`config.mk`:
```
export PLATFORM = sky130hd
export DESIGN_NAME = lut_config_chain
export DESIGN_NICKNAME = d
export VERILOG_FILES = /design/src/rtl/clb_cfg_pkg.sv /design/src/rtl/lut_frac_read.sv /design/src/rtl/lut_config_chain.sv
export SDC_FILE = /design/constraint.sdc
export NUM_CORES = 1
export LEC_CHECK = 0
export CAP_MARGIN = 0
export CORE_MARGIN = 2
export CORE_UTILIZATION = 30
export CTS_BUF_LIST = sky130_fd_sc_hd__clkbuf_4
export DETAILED_ROUTE_END_ITERATION = 6
export GPL_TIMING_DRIVEN = 0
export SLEW_MARGIN = 15
export SYNTH_ARGS = -nofsm -noshare
export SYNTH_HDL_FRONTEND = slang
export SYNTH_SLANG_ARGS = --single-unit
```
`constraint.sdc`:
```
create_clock -name clk -period 2 [get_ports clk]
set_clock_uncertainty 0.05 [all_clocks]
set_input_delay 0.4 -clock clk [delete_from_list [all_inputs] [get_ports clk]]
set_output_delay 0.4 -clock clk [all_outputs]
set_load 0.05 [all_outputs]
```
`src/rtl/clb_cfg_pkg.sv`:
```
// Shared definitions for the configurable logic block configuration chain:
// FSM state encoding and the chain-geometry derivation helpers.
package clb_cfg_pkg;

  // Configuration FSM states.
  //   ST_IDLE  : no configuration beats accepted since reset or re-arm
  //   ST_LOAD  : some, but not all, beats received
  //   ST_READY : complete configuration held; further beats pass through
  typedef enum logic [1:0] {
    ST_IDLE  = 2'd0,
    ST_LOAD  = 2'd1,
    ST_READY = 2'd2
  } cfg_state_e;

  // Number of shift beats needed to move the truth table plus the optional
  // mode bit into the block: ceil((mem_size + frac) / chain_width).
  function automatic int calc_beats(input int mem_size, input int frac,
                                    input int chain_width);
    return (mem_size + frac + chain_width - 1) / chain_width;
  endfunction

  // Shift-register length: a whole number of beats, so the top of the
  // register may carry pad bits that the block never looks at.
  function automatic int calc_sr_bits(input int mem_size, input int frac,
                                      input int chain_width);
    return calc_beats(mem_size, frac, chain_width) * chain_width;
  endfunction

endpackage

```
`src/rtl/lut_frac_read.sv`:
```
// LUT read path: selects the output bit(s) from the truth table.
// mode=0 : one K-input function on out0, out1 held low.
// mode=1 : table split into two (K-1)-input halves sharing the low address
//          bits; out0 reads the lower half, out1 the upper half.
// Both outputs are forced low when enable is low (unconfigured block).
module lut_frac_read #(
  parameter int ADDR_BITS = 4,
  parameter int MEM_SIZE  = 2 ** ADDR_BITS
) (
  input  logic [MEM_SIZE-1:0]  mem,
  input  logic                 mode,
  input  logic [ADDR_BITS-1:0] addr,
  input  logic                 enable,
  output logic                 out0,
  output logic                 out1
);

  // Split-mode read indices: low address bits shared, top bit forced to
  // select the lower (idx_lo) or upper (idx_hi) half of the table.
  logic [ADDR_BITS-1:0] idx_lo;
  logic [ADDR_BITS-1:0] idx_hi;

  genvar gi;
  generate
    if (ADDR_BITS == 1) begin : g_k1
      // A 1-input LUT split in two is just two constant cells.
      assign idx_lo = 1'b0;
      assign idx_hi = 1'b1;
    end else begin : g_kn
      for (gi = 0; gi < ADDR_BITS - 1; gi++) begin : g_bit
        assign idx_lo[gi] = addr[gi];
        assign idx_hi[gi] = addr[gi];
      end
      assign idx_lo[ADDR_BITS-1] = 1'b0;
      assign idx_hi[ADDR_BITS-1] = 1'b1;
    end
  endgenerate

  // Zero-latency output mux, gated by the configured flag.
  always_comb begin
    out0 = 1'b0;
    out1 = 1'b0;
    if (enable) begin
      if (mode) begin
        out0 = mem[idx_lo];
        out1 = mem[idx_hi];
      end else begin
        out0 = mem[addr];
      end
    end
  end

endmodule

```
`src/rtl/lut_config_chain.sv`:
```
// Configuration shift chain for one LUT: receives CHAIN_WIDTH config bits per
// beat, tracks how many beats have arrived, reports a complete configuration
// on cfg_done and serves the LUT (optionally fractured) from the shifted-in
// truth table. The chain tail cfg_out feeds the next block in the chain.
module lut_config_chain
  import clb_cfg_pkg::*;
#(
  parameter int ADDR_BITS   = 4,
  parameter int CHAIN_WIDTH = 1,
  parameter int FRAC        = 1
) (
  input  logic                   clk,
  input  logic                   rst_n,
  input  logic                   cfg_start,
  input  logic                   cfg_en,
  input  logic [CHAIN_WIDTH-1:0] cfg_in,
  output logic [CHAIN_WIDTH-1:0] cfg_out,
  output logic                   cfg_done,
  input  logic [ADDR_BITS-1:0]   addr,
  output logic                   lut_out0,
  output logic                   lut_out1
);

  localparam int MEM_SIZE = 2 ** ADDR_BITS;
  localparam int TOTAL    = MEM_SIZE + FRAC;
  localparam int BEATS    = calc_beats(MEM_SIZE, FRAC, CHAIN_WIDTH);
  localparam int SR_BITS  = calc_sr_bits(MEM_SIZE, FRAC, CHAIN_WIDTH);
  localparam int CNT_W    = $clog2(BEATS + 1);

  localparam logic [CNT_W-1:0] BEATS_C = CNT_W'(BEATS);
  localparam logic [CNT_W-1:0] ONE_C   = CNT_W'(1);

  // Architectural state.
  logic [SR_BITS-1:0] sr_reg;
  logic [SR_BITS-1:0] sr_next;
  logic [CNT_W-1:0]   count_reg;
  logic [CNT_W-1:0]   count_next;
  cfg_state_e         state_reg;
  cfg_state_e         state_next;
  logic               done_reg;

  // Shift-register value after one beat: new data enters at the top and the
  // oldest beat drops out of the bottom (and onto cfg_out).
  logic [SR_BITS-1:0] sr_shifted;
  logic [CNT_W-1:0]   count_inc;

  generate
    if (SR_BITS == CHAIN_WIDTH) begin : g_one_beat
      // Single-beat chain: the whole register is replaced every beat.
      assign sr_shifted = cfg_in;
    end else begin : g_multi_beat
      assign sr_shifted = {cfg_in, sr_reg[SR_BITS-1:CHAIN_WIDTH]};
    end
  endgenerate

  assign count_inc = count_reg + ONE_C;

  // Next-state logic: re-arm beats shifting, shifting advances the FSM,
  // and anything else holds (a paused load keeps its partial data).
  always_comb begin
    state_next = state_reg;
    count_next = count_reg;
    sr_next    = sr_reg;
    if (cfg_start) begin
      // Re-arm drops back to unconfigured without touching the data, so the
      // chain contents are preserved until new beats overwrite them.
      state_next = ST_IDLE;
      count_next = '0;
    end else if (cfg_en) begin
      sr_next = sr_shifted;
      case (state_reg)
        ST_IDLE: begin
          count_next = ONE_C;
          state_next = (BEATS == 1) ? ST_READY : ST_LOAD;
        end
        ST_LOAD: begin
          count_next = count_inc;
          if (count_inc >= BEATS_C) begin
            state_next = ST_READY;
          end
        end
        ST_READY: begin
          // Pass-through beats for downstream blocks; the count sticks at
          // full so it can never wrap back to a partial value.
          count_next = BEATS_C;
        end
        default: begin
          state_next = ST_IDLE;
          count_next = '0;
        end
      endcase
    end
  end

  // State registers; cfg_done is registered from the next state so it is
  // high exactly while the FSM sits in ST_READY.
  always_ff @(posedge clk) begin
    if (!rst_n) begin
      sr_reg    <= '0;
      count_reg <= '0;
      state_reg <= ST_IDLE;
      done_reg  <= 1'b0;
    end else begin
      sr_reg    <= sr_next;
      count_reg <= count_next;
      state_reg <= state_next;
      done_reg  <= (state_next == ST_READY);
    end
  end

  assign cfg_out  = sr_reg[CHAIN_WIDTH-1:0];
  assign cfg_done = done_reg;

  // Truth table and mode bit as seen by the read path; any pad bits between
  // TOTAL and SR_BITS only travel along the chain.
  logic [MEM_SIZE-1:0] mem;
  logic                mode;

  assign mem = sr_reg[MEM_SIZE-1:0];

  generate
    if (FRAC == 1 && TOTAL <= SR_BITS) begin : g_frac
      assign mode = sr_reg[MEM_SIZE];
    end else begin : g_no_frac
      assign mode = 1'b0;
    end
  endgenerate

  lut_frac_read #(
    .ADDR_BITS (ADDR_BITS),
    .MEM_SIZE  (MEM_SIZE)
  ) u_read (
    .mem    (mem),
    .mode   (mode),
    .addr   (addr),
    .enable (done_reg),
    .out0   (lut_out0),
    .out1   (lut_out1)
  );

endmodule

```
==> impl_metrics.yaml <==
run_status:
  status: "finished with violations"
  violations: "setup timing"
yosys:
  synth_top_area_frac: 0.416
  netlist_instances: 138
  postSynthAreaPerCell_um2: 8.72
  syn_nets: 149
  synthAdderAreaFrac: 0.0208
  synth_simple_gate_area_frac: 0.231
  synth.area.top_cells: "dfxtp_1 (42%), nand2_1 (12%), a21boi_0 (11%)"
  yosys.area.top_type: "dfxtp_1"
  synthMuxAreaShare: 0.105
  synth_xor_area_frac: 0.0218
  synth_top_family_by_area: "simple AND/OR/NAND/NOR gates"
  synth_compound_area_frac: 0.175
  synth-seq-area-share: 0.416
  yosysUniqueCellTypes: 26
  ys_ff_latch: 25
  ys_warn_count: 0
  synthesis.area_mm2: 0.00120
cts:
  htreeDepth: 1
  ctsHoldBuffers: 0
  clk_path_buf_depth: 2
  clkLatencyLatePin_ns: 0.31
  cts_root_buf: "clkbuf_4"
  cts_tree: "built"
  cts.clk_slew.worst_paths_ns: 0.13
  cts-buffers-inserted: 3
  clock-sinks: 25
global_routing:
  antenna_found_initial: 0
  grt_pass1_wl_um: 4110
  grt_start_max_net_pins: 14
  overflow: 0
  track_usage: 0.118
  grt_pass1_vias: 920
setup_path:
  r2r_cells: 5
  worstPathArrival_ns: 1.72
  crit_buf_inv: 1
  cp_max_fo: 2
  cp_top_family: "multiplexers"
  path_depth: 5
  startpoint_type: "register"
  critPathKind: "reg -> out"
  crit_path_end_kind: "output port"
  crit_required_ns: 1.55
  crit_slowest_cell: "mux4_2"
  cpPeakStageDelay_ns: 0.47
  crit_chain: "mux4_2 -> mux2_4 -> nand2_4 -> o22ai_2 -> buf_6"
final_layout:
  drive_gt1_frac: 0.178
  largest_reg_flops: 17
  n_antenna_cell: 0
  num-nets-final: 169
  fillers: 414
  syn_to_final_growth_pct: 20.8
power_and_ir_drop:
  p_total_w: 0.000821
  internal_power_w: 0.000628
  swShare: 0.234
  p_leak_nw: 0.518
  clockPowerShare: 0.290
  ir_drop_uv: 239
  p_per_area_mw_per_mm2: 565
  seqPwrFrac: 0.619
  pwr-share-comb: 0.091
  p_sw_w: 0.000192
routing:
  drc: 0
  vias_per_cell: 4.70
  dr_total_vias: 973
  antenna_left: 0
  first_iter_violations: 49
  drt-wirelength-per-cell_um: 11.5
  dr.pass1.iters: 4
  wl_um: 2380
timing:
  period_share: 1.08
  period_minus_slack_ns: 2.17
  rsz0062_at_grt: "yes"
  setup_ws_ns: -0.170
  worstMarginPinSlew_ns: 0.486
  hold_viol: 0
  slew_viol_final: 0
  setup_viol_count_final: 2
  whs_ns: 0.428
  slew_headroom: 0.675
  fmax_ghz: 0.461
hold_path:
  whs_path_depth: 2
  hold_class: "reg -> reg"
floorplanning:
  die_w_um: 67.3
  core-area_mm2: 0.00394
  die-area_mm2: 0.00453
  pin_count: 13
  rows: 23
  die_h_um: 67.3
  start_util: 0.305
placement:
  place_ws_ns: -1.28
  routabilityCongestion: 0.824
  place.port_buffers: 12
  hpwlAfterDp_um: 1740
flow_run:
  max-cap-violations: 0
[cell usage after synthesis]
cell type / count
nand2_1: 40
dfxtp_1: 25
a21boi_0: 17
nand2b_1: 8
nor2_1: 6
a21oi_1: 5
mux4_1: 4
nand3_1: 4
buf_2: 3
clkbuf_1: 3
o21ai_0: 3
ha_1: 2
inv_1: 2
nor2b_1: 2
o22ai_1: 2
xnor2_1: 2
a221oi_1: 1
a31oi_1: 1
and3_1: 1
inv_2: 1
mux2_2: 1
mux2i_1: 1
nor3_1: 1
o2111ai_2: 1
or4_4: 1
xor2_1: 1
[worst paths after layout]
| path | start | to | slack (ns) |
|---|---|---|---|
| worst max-delay path | sr_reg[11] | lut_out0 | -0.17 |
| worst min-delay path | sr_reg[16] | sr_reg[15] | 0.43 |
| worst max register to register | count_reg[0] | cfg_done | 0.16 |
| worst min register to register | sr_reg[16] | sr_reg[15] | 0.43 |
[routing by layer]
metal / up-vias / GRT usage / part of all wire
li1: 508 / - / -
met1: 450 / 0.154 / 0.50
met2: 13 / 0.198 / 0.45
met3: 2 / 0.0217 / 0.037
met4: 0 / 0.0383 / 0.0088
met5: - / 0 / 0
[timing repair]
action,in CTS,in global routing
pin swaps,2,0
endpoints found under the hold margin,0,0
resized for setup,30,2
setup endpoints to repair,2,2
setup buffers,2,1
[placed cells by master, fill, tap and decap left out, types with 3 or more instances in the layout]
| cell | count |
|---|---|
| a21boi_0 | 17 |
| a21oi_1 | 5 |
| buf_2 | 4 |
| buf_4 | 3 |
| clkbuf_1 | 3 |
| clkbuf_4 | 4 |
| clkdlybuf4s50_1 | 7 |
| dfxtp_1 | 19 |
| dfxtp_2 | 6 |
| nand2_1 | 39 |
| nand2b_1 | 8 |
| nand3_1 | 4 |
| nor2_1 | 5 |
| o21ai_0 | 3 |
[stage by stage]
step                      utilization  cells  cell area, µm²  setup TNS (ns)
after floorplan                     -    138            1210               0
after global placement          0.354    200            1400           -2.43
after detailed placement        0.354    200            1400           -2.46
after CTS                       0.366    206            1440          -0.307
after global routing            0.369    207            1450          -0.392
final                           0.369    207            1450          -0.281
[power groups by stage]
stage	Clock (W)	Combinational, W	Sequential (W)
after floorplan	0	0.0000415	0.000519
after global placement	0	0.0000748	0.000519
after detailed placement	0	0.0000762	0.000519
after CTS	0.000250	0.0000753	0.000508
after global routing	0.000269	0.0000832	0.000509
final	0.000238	0.0000747	0.000508
[worst register-to-register path: stages (launching register included)]
cell,delay (ns)
dfxtp_1,0.44
inv_2,0.06
ha_1,0.31
or4_4,0.49
o21ai_0,0.25
a221oi_1,0.13
[cells by family (layout without fill, tap and decap cells)]
kind of cell	after synthesis	count (layout)
AOI/OAI and AO/OA	30	30
xor gates and xnor gates	3	3
adders and majority gates	2	2
buffers and inverters	9	28
DFF	25	25
muxes	6	6
and+or+nand+nor	63	63
[area by class of cell]
cell class | count | area [µm²] | share of cell area
flip-flops and latches | 25 | 508 | 0.349
multi-input cells | 104 | 678 | 0.466
clock buffers | 4 | 30.0 | 0.0207
plain buffers | 6 | 26.3 | 0.0181
well taps | 50 | 62.6 | 0.0430
repair buffers | 15 | 138 | 0.0947
inverters | 3 | 11.3 | 0.00775
Power figures use the tool's default switching activity.
==> RTL change (same settings) <==
Encoding of `cfg_state_e`: now one-hot (3 bits for 3 states).
--- a/src/rtl/clb_cfg_pkg.sv
+++ b/src/rtl/clb_cfg_pkg.sv
@@ -6,10 +6,10 @@
   //   ST_IDLE  : no configuration beats accepted since reset or re-arm
   //   ST_LOAD  : some, but not all, beats received
   //   ST_READY : complete configuration held; further beats pass through
-  typedef enum logic [1:0] {
-    ST_IDLE  = 2'd0,
-    ST_LOAD  = 2'd1,
-    ST_READY = 2'd2
+  typedef enum logic [2:0] {
+    ST_IDLE  = 3'b001,
+    ST_LOAD  = 3'b010,
+    ST_READY = 3'b100
   } cfg_state_e;
 
   // Number of shift beats needed to move the truth table plus the optional
Behaviour: same outputs for any inputs over 10 cycles, from zero or initial values and one cycle with rst_n low; not proved beyond that.
==> RTL change against the original RTL <==
- the flow still finishes with violations (setup timing)
- combinational power up 17%
- power grew 2.4%
- global-route usage is 1.3 points lower
- sequential cell count grew 1
- via count up 10%
- setup slack better by 19 ps
- synthesized area is 8.4% higher
- hold slack worse by 34 ps
- sequential power increased by 4.5%
- design area increased by 7.4%
- wire length up 5.5%
- count of clock-buffer cells in the layout down 1
- die area increased by 7.9%
- critical path type unchanged
- highest routed layer unchanged
==> RTL change: results (changes against the original RTL) <==
status=finished, violations left; failing checks=setup timing; Post-synth top cells=42 x nand2_1, 26 x dfxtp_1, 18 x a21boi_0; Initial DRC Count=64 (+31%); layout cells sized above 1=0.1782 (-0.0001830); Largest register FFs=17 (unchanged); final setup margin=-151.0 ps (+18.96 ps); clk root buf=clkbuf_4; Max IR drop VDD=0.2044 mV (-14%); Routed WL per cell=11.21 um (-2.5%); global-route wire length before repair=4257 um (+3.5%); Hold Path Class=in2reg; Least-Margin Pin Slew=485.0 ps (-1.459 ps); reg2reg end=state_reg[1]$_SDFF_PN0_; total leakage power=0.0005563 uW (+7.5%); Tot GR Track Use=0.1048 (-0.01347); crit-path max cell delay=440 ps (-30 ps); R2R Setup Slk=110 ps (-50 ps); worst hold start=cfg_en; number of global-route vias before repair=951 (+3.4%); final setup vio count=2 (unchanged); setup_tns=-253.2 ps (+27.53 ps); DR vias/cell=4.795 (+2.0%); cell family with most CP delay=multiplexers; gpl congestion=0.7552 (-8.3%); CP startpoint=sr_reg[10]$_SDFFE_PN0P_; syn nets=166 (+11%); Crit path arrival time=1700 ps (-20 ps); Sw Pwr=207.3 uW (+7.7%); PortBufs=11 (-1); CP max FO=3 (+1); top post-synthesis cells by area=dfxtp_1 40%, nand2_1 12%, a21boi_0 10%, mux4_2 6.9%, nand2b_1 2.9%; hpwl dp=1813 um (+4.1%); Yosys cell types=33 (+27%)
## RTL change: cell type report
class / instances / area [um2]
Sequential cell: 26 / 528.0
Inverter: 4 / 15.01
Buffer: 9 / 37.54
Clock buffer: 3 / 22.52
Multi-Input combinational cell: 116 / 753.2
Timing Repair Buffer: 16 / 142.6
Tap cell: 50 / 62.56
Fill cell: 431 / 2525
## RTL change: power by group through the flow
stage | registers (uW) | logic [uW] | clock network (uW)
finish | 531 | 87.1 | 223
global route | 532 | 97.1 | 249
floorplan | 541 | 55.5 | 0
CTS | 531 | 88.1 | 233
global placement | 542 | 89.7 | 0
detailed placement | 542 | 88.6 | 0
## RTL change: kinds of logic after synthesis
logic type / share of synthesized area
flops: 0.3989
simple gates: 0.2435
compound gates: 0.2004
xor+xnor: 0.01343
mux: 0.08533
buf+inv: 0.03931
fa+ha+maj: 0.01917
## RTL change: tightest hold or removal path, stage by stage
cell     delay [ps]
buf_2           150
nand2_1          70
a31oi_1          40
nor2_1           80
## RTL change: per-layer routing
| layer | vias to the layer above | track usage | wire [um] |
|---|---|---|---|
| met2 | 18 | 0.1598 | 1122 |
| li1 | 574 | - | - |
| met4 | 0 | 0.04060 | 23 |
| met5 | - | 0 | 0 |
| met3 | 2 | 0.02020 | 88 |
| met1 | 480 | 0.1454 | 1276 |
## RTL change: how the worst min path moves through the flow
stage	to	slack [ps]	cells past startpoint
6_report	state_reg[2]$_SDFF_PN0_	390	4
2_1_floorplan	sr_reg[13]$_SDFFE_PN0P_	400	2
3_3_place_gp	sr_reg[6]$_SDFFE_PN0P_	420	2
5_1_grt	state_reg[2]$_SDFF_PN0_	420	4
4_1_cts	state_reg[2]$_SDFF_PN0_	400	4
3_5_place_dp	sr_reg[8]$_SDFFE_PN0P_	430	2
## RTL change: per-stage QoR
stage	area, um2	cells	total power, uW	worst slack, ps
final	1562	224	840.7	-151.0
after CTS	1551	223	851.4	-152.5
after global placement	1486	216	631.7	-1206
after detailed placement	1486	216	630.5	-1203
after global routing	1562	224	877.7	-211.7
after floorplan	1314	155	596.1	91.53
## RTL change: repair_timing
| item | 4_1_cts | 5_1_grt |
|---|---|---|
| buffers inserted | 4 | 1 |
| cloned | 0 | 0 |
| pin swaps | 2 | 0 |
| setup endpoints to repair | 2 | 12 |
| gates resized for setup | 29 | 3 |
| hold endpoints to repair | 0 | 0 |
